==> config.mk <==
export PLATFORM = sky130hd
export DESIGN_NAME = pipelined_barrel_shifter
export DESIGN_NICKNAME = d
export VERILOG_FILES = /design/src/rtl/pipelined_barrel_shifter.sv
export SDC_FILE = /design/constraint.sdc
export NUM_CORES = 1
export LEC_CHECK = 0
export CORE_ASPECT_RATIO = 1.75
export CORE_MARGIN = 3
export CORE_UTILIZATION = 35
export DETAILED_ROUTE_END_ITERATION = 12
export HOLD_SLACK_MARGIN = 0.06
export RECOVER_POWER = 25
export SLEW_MARGIN = 15
export SYNTH_ARGS = -nofsm -noshare
export SYNTH_HDL_FRONTEND = slang
export SYNTH_SLANG_ARGS = --single-unit
==> constraint.sdc <==
create_clock -name clk -period 4.1 [get_ports clk]
set_input_delay 0.615 -clock clk [delete_from_list [all_inputs] [get_ports clk]]
set_output_delay 0.615 -clock clk [all_outputs]
set_load 0.02 [all_outputs]
==> src/rtl/pipelined_barrel_shifter.sv <==
// Pipelined four-mode barrel shifter: the shift is split into binary levels spread
// over `stages` register stages, with a valid/ready handshake and a global stall.
module pipelined_barrel_shifter #(
  parameter int width  = 32,
  parameter int stages = 2
) (
  input  logic                       clk,
  input  logic                       rst_n,
  input  logic                       i_valid,
  output logic                       i_ready,
  input  logic [width-1:0]           i_bits,
  input  logic [$clog2(width)-1:0]   i_shift,
  input  logic [1:0]                 i_mode,
  output logic                       o_valid,
  input  logic                       o_ready,
  output logic [width-1:0]           o_bits
);

  localparam int levels    = $clog2(width);
  localparam int per_stage = (levels + stages - 1) / stages;

  if (width < 2 || (width & (width - 1)) != 0) begin : bad_width
    $error("pipelined_barrel_shifter: width must be a power of two >= 2");
  end
  if (stages < 1 || stages > levels) begin : bad_stages
    $error("pipelined_barrel_shifter: stages must be in 1..clog2(width)");
  end

  logic en;

  assign en      = !o_valid || o_ready;
  assign i_ready = en;

  // One level of the shift; arithmetic fill uses the sign captured at entry.
  function automatic logic [width-1:0] shift_level(input logic [width-1:0] d,
                                                   input int              amt,
                                                   input logic [1:0]      mode,
                                                   input logic            sign);
    case (mode)
      2'd0:    shift_level = d >> amt;
      2'd1:    shift_level = sign ? ~((~d) >> amt) : (d >> amt);
      2'd2:    shift_level = d << amt;
      default: shift_level = (d >> amt) | (d << (width - amt));
    endcase
  endfunction

  for (genvar s = 0; s < stages; s++) begin : stg
    localparam int lo = s * per_stage;
    localparam int hi = (lo + per_stage > levels) ? levels : lo + per_stage;

    logic [width-1:0]  din;
    logic [width-1:0]  dnext;
    logic [width-1:0]  dq;
    logic [levels-1:0] sin;
    logic [1:0]        mode_in;
    logic              sign_in;
    logic              vin;
    logic              vq;

    if (s == 0) begin : src
      assign din     = i_bits;
      assign sin     = i_shift;
      assign mode_in = i_mode;
      assign sign_in = i_bits[width-1];
      assign vin     = i_valid;
    end else begin : src
      assign din     = stg[s-1].dq;
      assign sin     = stg[s-1].carry.sq;
      assign mode_in = stg[s-1].carry.mq;
      assign sign_in = stg[s-1].carry.gq;
      assign vin     = stg[s-1].vq;
    end

    // This stage applies levels lo..hi-1, LSB levels first.
    always_comb begin
      dnext = din;
      for (int k = lo; k < hi; k++) begin
        if (sin[k]) dnext = shift_level(dnext, 1 << k, mode_in, sign_in);
      end
    end

    always_ff @(posedge clk or negedge rst_n) begin
      if (!rst_n) begin
        vq <= 1'b0;
        dq <= '0;
      end else if (en) begin
        vq <= vin;
        dq <= dnext;
      end
    end

    // Shift amount, mode and sign ride along for the stages still to come.
    if (s < stages - 1) begin : carry
      logic [levels-1:0] sq;
      logic [1:0]        mq;
      logic              gq;

      always_ff @(posedge clk or negedge rst_n) begin
        if (!rst_n) begin
          sq <= '0;
          mq <= '0;
          gq <= 1'b0;
        end else if (en) begin
          sq <= sin;
          mq <= mode_in;
          gq <= sign_in;
        end
      end
    end
  end

  assign o_valid = stg[stages-1].vq;
  assign o_bits  = stg[stages-1].dq;

endmodule

== Word-level counts from Yosys, hierarchy flattened ==
Index checks and enable logic that the tools add are counted.
Word-level totals
  flip-flop bits (word level): 74
  output and inout port bits: 34
  word-level logic and storage cells: 45
  input bits: 43
Operators by class
  equality and inequality tests: 4
  bitwise logic cells: 15
  reductions and logical operators: 4
  mux-type cells: 15
Operators with widths (number)
  $pmux 32 s3: 5
  $mux 32: 10
  $not 32->32: 5
  $not 16->32: 1
  $not 24->32: 1
  $not 28->32: 1
  $not 30->32: 1
  $not 31->32: 1
  $or 16x32->32: 1
  $or 24x32->32: 1
  $or 28x32->32: 1
  $or 30x32->32: 1
  $or 31x32->32: 1
  $eq 2x1->1 const B: 2
  $eq 2x2->1 const B: 2
  $logic_not 2->1: 2
  $logic_not 1->1: 1
  $logic_or 1x1->1: 1

== Logic depth before layout (Yosys ltp) ==
Gate-level depths: netlist of run 1.
  depth in word-level cells: 15
  depth in mapped cells: 9
  gate-level depth less buffers: 6

== Least setup slack after synthesis of run 1 ==
No wires, ideal clock.
  kind: input to output
  from: input o_ready
  to: output i_ready
  path buffers: 3
  data required time: 3.485 ns
  data arrival time: 1.524 ns
  stages on the path: 5
  setup slack: 1.961 ns
  path through: nor2b_1 > clkbuf_1 > inv_1 > clkbuf_1 > clkbuf_1
On the way
  longest elaborated chain between the ends: 1
RTL lines
  start, declared: RTL line 15  | input logic o_ready,
  $logic_or 1x1->1: RTL line 31  | assign en = !o_valid || o_ready;
  end, declared: RTL line 10  | output logic i_ready,
Every way passes these cells.

== Worst setup path in the final report of run 1 ==
  from: input i_mode[1]
  to: register stg[0].dq[21]
On the way
  longest elaborated chain between the ends: 13
  elaborated cells on any way between the ends: 17
  classes of those cells: eq/ne (2); mux (8); bitwise (6); reduce/logical (1)
RTL lines
  start, declared: RTL line 13  | input logic [1:0] i_mode,
  $eq 2x2->1 (tied with other cells): RTL line 39  | case (mode)
  $pmux 32 s3: RTL line 39
  $mux 32: RTL line 78  | if (sin[k]) dnext = shift_level(dnext, 1 << k, mode_in, sign_in);
  $not 32->32: RTL line 41  | 2'd1: shift_level = sign ? ~((~d) >> amt) : (d >> amt);
  $not 30->32: RTL line 41
  $mux 32: RTL line 41
  $pmux 32 s3: RTL line 39
  $mux 32: RTL line 78
  $not 32->32: RTL line 41
  $not 28->32: RTL line 41
  $mux 32: RTL line 41
  $pmux 32 s3: RTL line 39
  $mux 32 *: RTL line 78
  end signal, assigned: RTL line 88  | dq <= dnext;
  end, declared: RTL line 53  | logic [width-1:0] dq;
Mark *: on every way between the ends. The rest lies on a longest branch, timed or not.
A chain may end at the register's enable or synchronous reset.

==> metrics, run 1 <==
status=finished, violations left; failing checks=max-capacitance violations, max-slew violations; core box area=between 15000 and 20000 um2; Slew HR=-17.9%; Max Slew Vio Count=~70; clock sinks=71; Routed wire per std cell=25.1 um; number of synthesized register bits=just over 70; syn avg cell area=roughly 7.6 um2; # diodes=0; first-pass GRT wire length=~45000 um; maxcap violations=1; router iterations before antenna repair=6; Clk Latency, worst-skew pair=roughly 0.33 ns; Mapped Area=slightly below 7000 um2; met3 WL=between 1500 and 2000 um; Leak=3.13 nW; CTS max path bufs=2; Synth cell types=71; critical path type=input port to flop; Seq/Total Area, Yosys=26.1%; Post-synth EDFFs=0; Post-Syn Nets=around 940; cts bufs inserted=9; routed vias/inst=6.51; RSZ-0062 raised after global routing=false; fillers=2027; Area Growth Syn to Fin=16.4%; commonest cells after routing, fill and taps aside=nand2_1 (135), a21oi_1 (83), clkdlybuf4s50_1 (73); final hold vios=0; Hold/Removal Path Class=flop to flop; Final period util=around 78%; row cnt=66; met2 wire length=roughly 15000 um; IO Pins=77; minimum hold slack=between 0.4 and 0.5 ns; fmax=0.312 GHz; Vias=approximately 7500; crit path capture type=flop; H-tree levels=3; setup violators final=0; Die H=191 um; Req. time, crit path=between 4 and 5 ns; min cycle time layout=about 3.2 ns; VDD IR max=0.000265 V; Post-DP HPWL=between 20000 and 25000 um; synthesized instance count=895; WL final=between 20000 and 30000 um; share of cells above drive strength 1=about a tenth; initial antenna violation count=0; fraction of registers with async set/reset=100%; NumNets Final=955; port bufs=76; commonest non-fill, non-tap cell in the layout=nand2_1; post-route ant nets=0; Worst setup SP type=input port; Initial Utilization=approximately 36%; hold-fix buffer count after cts=0; # resized after CTS=0; global placement routability congestion=0.956; clock slew at reported path FFs=around 0.060 ns; Top FF cell, synth=dfrtp_1; DRC Markers=0; pwr/cell area=between 400 and 500 nW/um2; GR Overflow Total=0; skew final=roughly 0.0070 ns; critical path fanouts, max=51; Worst Max-Slew Pin Slew=roughly 1.8 ns; die area=between 20000 and 25000 um2; Total Neg Setup Slack=0 ns; Top Layer Used=met4; initial DRC count=approximately 550; root buf cell=clkbuf_16; largest net degree at the start of global routing=73; synth warn=0; Die Width=between 100 and 150 um; Worst Path Arrival=roughly 3.4 ns; wl on met1=roughly 10000 um; setup repair bufs after CTS=0; vias in the first global route=approximately 7100; CTS tree=done; Total Routing Usage GR=between 20% and 30%
layer usage:
layer	GRT usage, %	vias to the layer above
met1	30.4	3603
li1	-	3416
met5	0	-
met2	47.7	399
met4	17.5	0
met3	3.14	105
cells by family (layout without fill, tap and decap cells):
| kind of cell | Yosys count | after routing | synth area share [%] |
|---|---|---|---|
| buffers and inverters | 110 | 132 | 7.65 |
| flip-flops | 71 | 71 | 26.1 |
| multiplexers | 36 | 36 | 6.61 |
| AO/OA/AOI/OAI | 367 | 367 | 38.1 |
| AND/OR/NAND/NOR | 311 | 311 | 21.5 |
report_power, final:
| group | internal (W) | total, W | leakage [nW] | switching (W) |
|---|---|---|---|---|
| Sequential | 0.000866 | 0.00105 | 0.839 | 0.000183 |
| Combinational | 0.000600 | 0.00141 | 2.15 | 0.000809 |
| Clock | 0.000521 | 0.000797 | 0.149 | 0.000276 |
| Total | 0.00199 | 0.00326 | 3.13 | 0.00127 |
critical path: stages:
cell	delay, ns
clkdlybuf4s50_1	0.84
nand2b_2	0.45
buf_12	0.32
nand2_1	0.36
o311ai_0	0.21
nor4_1	0.44
a21oi_1	0.13
sequential cells by signal, summed over array words and instances, names as in the netlist:
| signal | count |
|---|---|
| stg.carry.sq | 2 |
| stg.carry.gq | 1 |
| stg.carry.mq | 2 |
| stg.vq | 1 |
| stg.dq | 32 |
| o_valid | 1 |
| o_bits | 32 |
cells in the mapped netlist (5+ instances only):
master / count / area, um2
nand2_1: 135 / 507
a21oi_1: 83 / 415
dfrtp_1: 71 / 1780
nor2_1: 68 / 255
o21ai_0: 53 / 265
buf_2: 45 / 225
clkbuf_1: 39 / 146
a211oi_1: 26 / 195
a21o_1: 22 / 165
nand3_1: 19 / 95.1
mux2i_1: 18 / 180
o21a_1: 18 / 135
nor2b_1: 17 / 106
a31o_2: 16 / 140
nand2b_1: 15 / 93.8
a311o_1: 14 / 140
mux2_2: 12 / 135
o211ai_1: 12 / 90.1
o221ai_1: 12 / 105
a31oi_1: 11 / 68.8
inv_1: 11 / 41.3
a221o_1: 10 / 100
a221oi_1: 10 / 87.6
nor3_1: 10 / 50.1
o22ai_1: 10 / 62.6
a311oi_1: 9 / 78.8
and3b_1: 9 / 78.8
a22oi_1: 6 / 45.0
mux4_2: 6 / 135
a32oi_1: 5 / 43.8
and2_1: 5 / 31.3
buf_6: 5 / 56.3
nor3b_1: 5 / 37.5
o31ai_1: 5 / 37.5
o32ai_1: 5 / 43.8
layout make-up:
cell class / instances / area [um2] / area share [%]
Timing Repair Buffer: 101 / 958 / 12.1
Sequential cell: 71 / 1780 / 22.4
Tap cell: 238 / 298 / 3.75
Clock buffer: 14 / 274 / 3.45
Inverter: 15 / 56.3 / 0.709
Multi-Input combinational cell: 714 / 4540 / 57.1
Clock inverter: 2 / 37.5 / 0.473
through the flow:
stage	utilization (%)	setup WS [ns]	power (W)	cell area (um2)	instances
3_5_place_dp	40.5	0.676	0.00246	7630	1139
4_1_cts	42.2	1.02	0.00327	7940	1155
6_report	42.2	0.898	0.00326	7940	1155
5_1_grt	42.2	0.852	0.00344	7940	1155
3_3_place_gp	40.5	0.693	0.00245	7630	1139
2_1_floorplan	-	1.96	0.00187	6820	895
worst paths after layout:
path                                    start                  to  slack, ns  cells after the start
max                                 i_mode[1]       stg[0].dq[21]       0.90                      7
min                                 stg[0].vq           stg[0].vq       0.46                      2
max reg2reg                stg[0].carry.mq[0]           o_bits[9]       1.76                      6
min reg2reg                         stg[0].vq           stg[0].vq       0.46                      2
max in group asynchronous               rst_n  stg[0].carry.sq[3]       2.16                      1
min in group asynchronous               rst_n          o_bits[30]       0.76                      1
(Power assumes the default switching activity.)
==> run 2, diff against run 1 <==
- clock period: 4.1 -> 3.3 ns (I/O delays scaled with it)
==> metrics, run 2 (synthesis gave the netlist of run 1 again) <==
Total Routing Usage GR=28.4%; Worst setup SP type=input port; post-route ant nets=0; Max Slew Vio Count=72; wl on met1=10500 um; maxcap violations=1; commonest cells after routing, fill and taps aside=nand2_1 (135), a21oi_1 (83), clkdlybuf4s50_1 (73); pwr/cell area=roughly 500 nW/um2; port bufs=76; core box area=~19000 um2; routed vias/inst=roughly 6.5; IO Pins=77; clock sinks=71; placed cells=1156; Top Layer Used=met4; crit path capture type=flop; clock slew at reported path FFs=roughly 0.060 ns; die area=about 21000 um2; Total Neg Setup Slack=0 ns; cts bufs inserted=9; NumNets Final=slightly below 1000; CTS max path bufs=2; setup repair bufs after CTS=0; VDD IR max=0.000411 V; global placement routability congestion=about 1; Finished Layout Cells=1172; H-tree levels=3; # resized after CTS=0; largest net degree at the start of global routing=slightly below 80; commonest non-fill, non-tap cell in the layout=nand2_1; row cnt=66; skew final=between 0.006 and 0.007 ns; Slew HR=-22.1%; Routed wire per std cell=about 26 um; min cycle time layout=between 2 and 3 ns; RSZ-0062 raised after global routing=false; vias in the first global route=between 7000 and 8000; first-pass GRT wire length=46500 um; critical path type=input port to flop; CTS tree=done; Initial Utilization=~36%; Req. time, crit path=roughly 3.5 ns; Worst Path Arrival=roughly 2.8 ns; Leak=approximately 3.2 nW; status=finished, violations left; initial DRC count=approximately 690; Worst Max-Slew Pin Slew=approximately 1.8 ns; Vias=between 7000 and 8000; Hold/Removal Path Class=flop to flop; Post-DP HPWL=~23000 um; WL final=30400 um; initial antenna violation count=0; met2 wire length=15700 um; Die Width=111 um; met3 WL=roughly 1700 um; root buf cell=clkbuf_16; share of cells above drive strength 1=a little under an eighth; final hold vios=0; router iterations before antenna repair=6; critical path fanouts, max=37; Clk Latency, worst-skew pair=approximately 0.34 ns; fmax=~0.39 GHz; DRC Markers=0; GR Overflow Total=0; hold-fix buffer count after cts=0; Final period util=between 70 and 80%; Die H=approximately 190 um; Area Growth Syn to Fin=18.7%; setup violators final=0; failing checks=max-capacitance violations, max-slew violations
[run 2: area by class of cell]
cell class,count,area [um2]
Multi-Input combinational cell,714,4540
Tap cell,238,298
Antenna cell,1,2.50
Clock inverter,4,45.0
Timing Repair Buffer,118,1120
Sequential cell,71,1780
Fill cell,1981,10700
Inverter,15,56.3
Clock buffer,11,253
[run 2: through the flow]
stage          utilization (%)  total power, W  setup slack [ns]  cell area [um2]  hold WS [ns]
2_1_floorplan                -         0.00233              1.34             6820         0.199
3_3_place_gp              41.4         0.00309             0.450             7790         0.445
3_5_place_dp              41.4         0.00310             0.375             7790         0.450
4_1_cts                   43.0         0.00408             0.739             8090         0.333
5_1_grt                   43.0         0.00430             0.553             8090         0.492
6_report                  43.0         0.00408             0.729             8090         0.459
[run 2: worst paths after layout]
check                                   start            endpoint  slack (ns)  cells past startpoint
setup / recovery                    i_mode[0]       stg[0].dq[18]        0.73                      8
hold / removal                      stg[0].vq           stg[0].vq        0.46                      2
setup reg to reg           stg[0].carry.sq[4]           o_bits[4]        1.13                      3
hold reg to reg                     stg[0].vq           stg[0].vq        0.46                      2
max in group asynchronous               rst_n  stg[0].carry.sq[3]        1.42                      1
min in group asynchronous               rst_n          o_bits[13]        0.65                      1
[run 2: metal layers]
| layer | vias up | GRT usage, % |
|---|---|---|
| met2 | 418 | 50.9 |
| met5 | - | 0 |
| met4 | 0 | 22.0 |
| met3 | 132 | 3.27 |
| met1 | 3665 | 30.0 |
| li1 | 3459 | - |
[run 2: report_power, final]
group	switching (W)	internal (W)	total [W]
logic	0.00101	0.000770	0.00178
registers	0.000244	0.00108	0.00132
clock network	0.000359	0.000617	0.000976
total	0.00161	0.00246	0.00408
[run 2: critical path, stage by stage]
cell             delay [ns]
clkdlybuf4s50_1        0.57
buf_4                  0.25
nor2b_4                0.24
buf_12                 0.24
mux2i_1                0.20
o22ai_1                0.11
a221o_1                0.39
o32a_1                 0.28
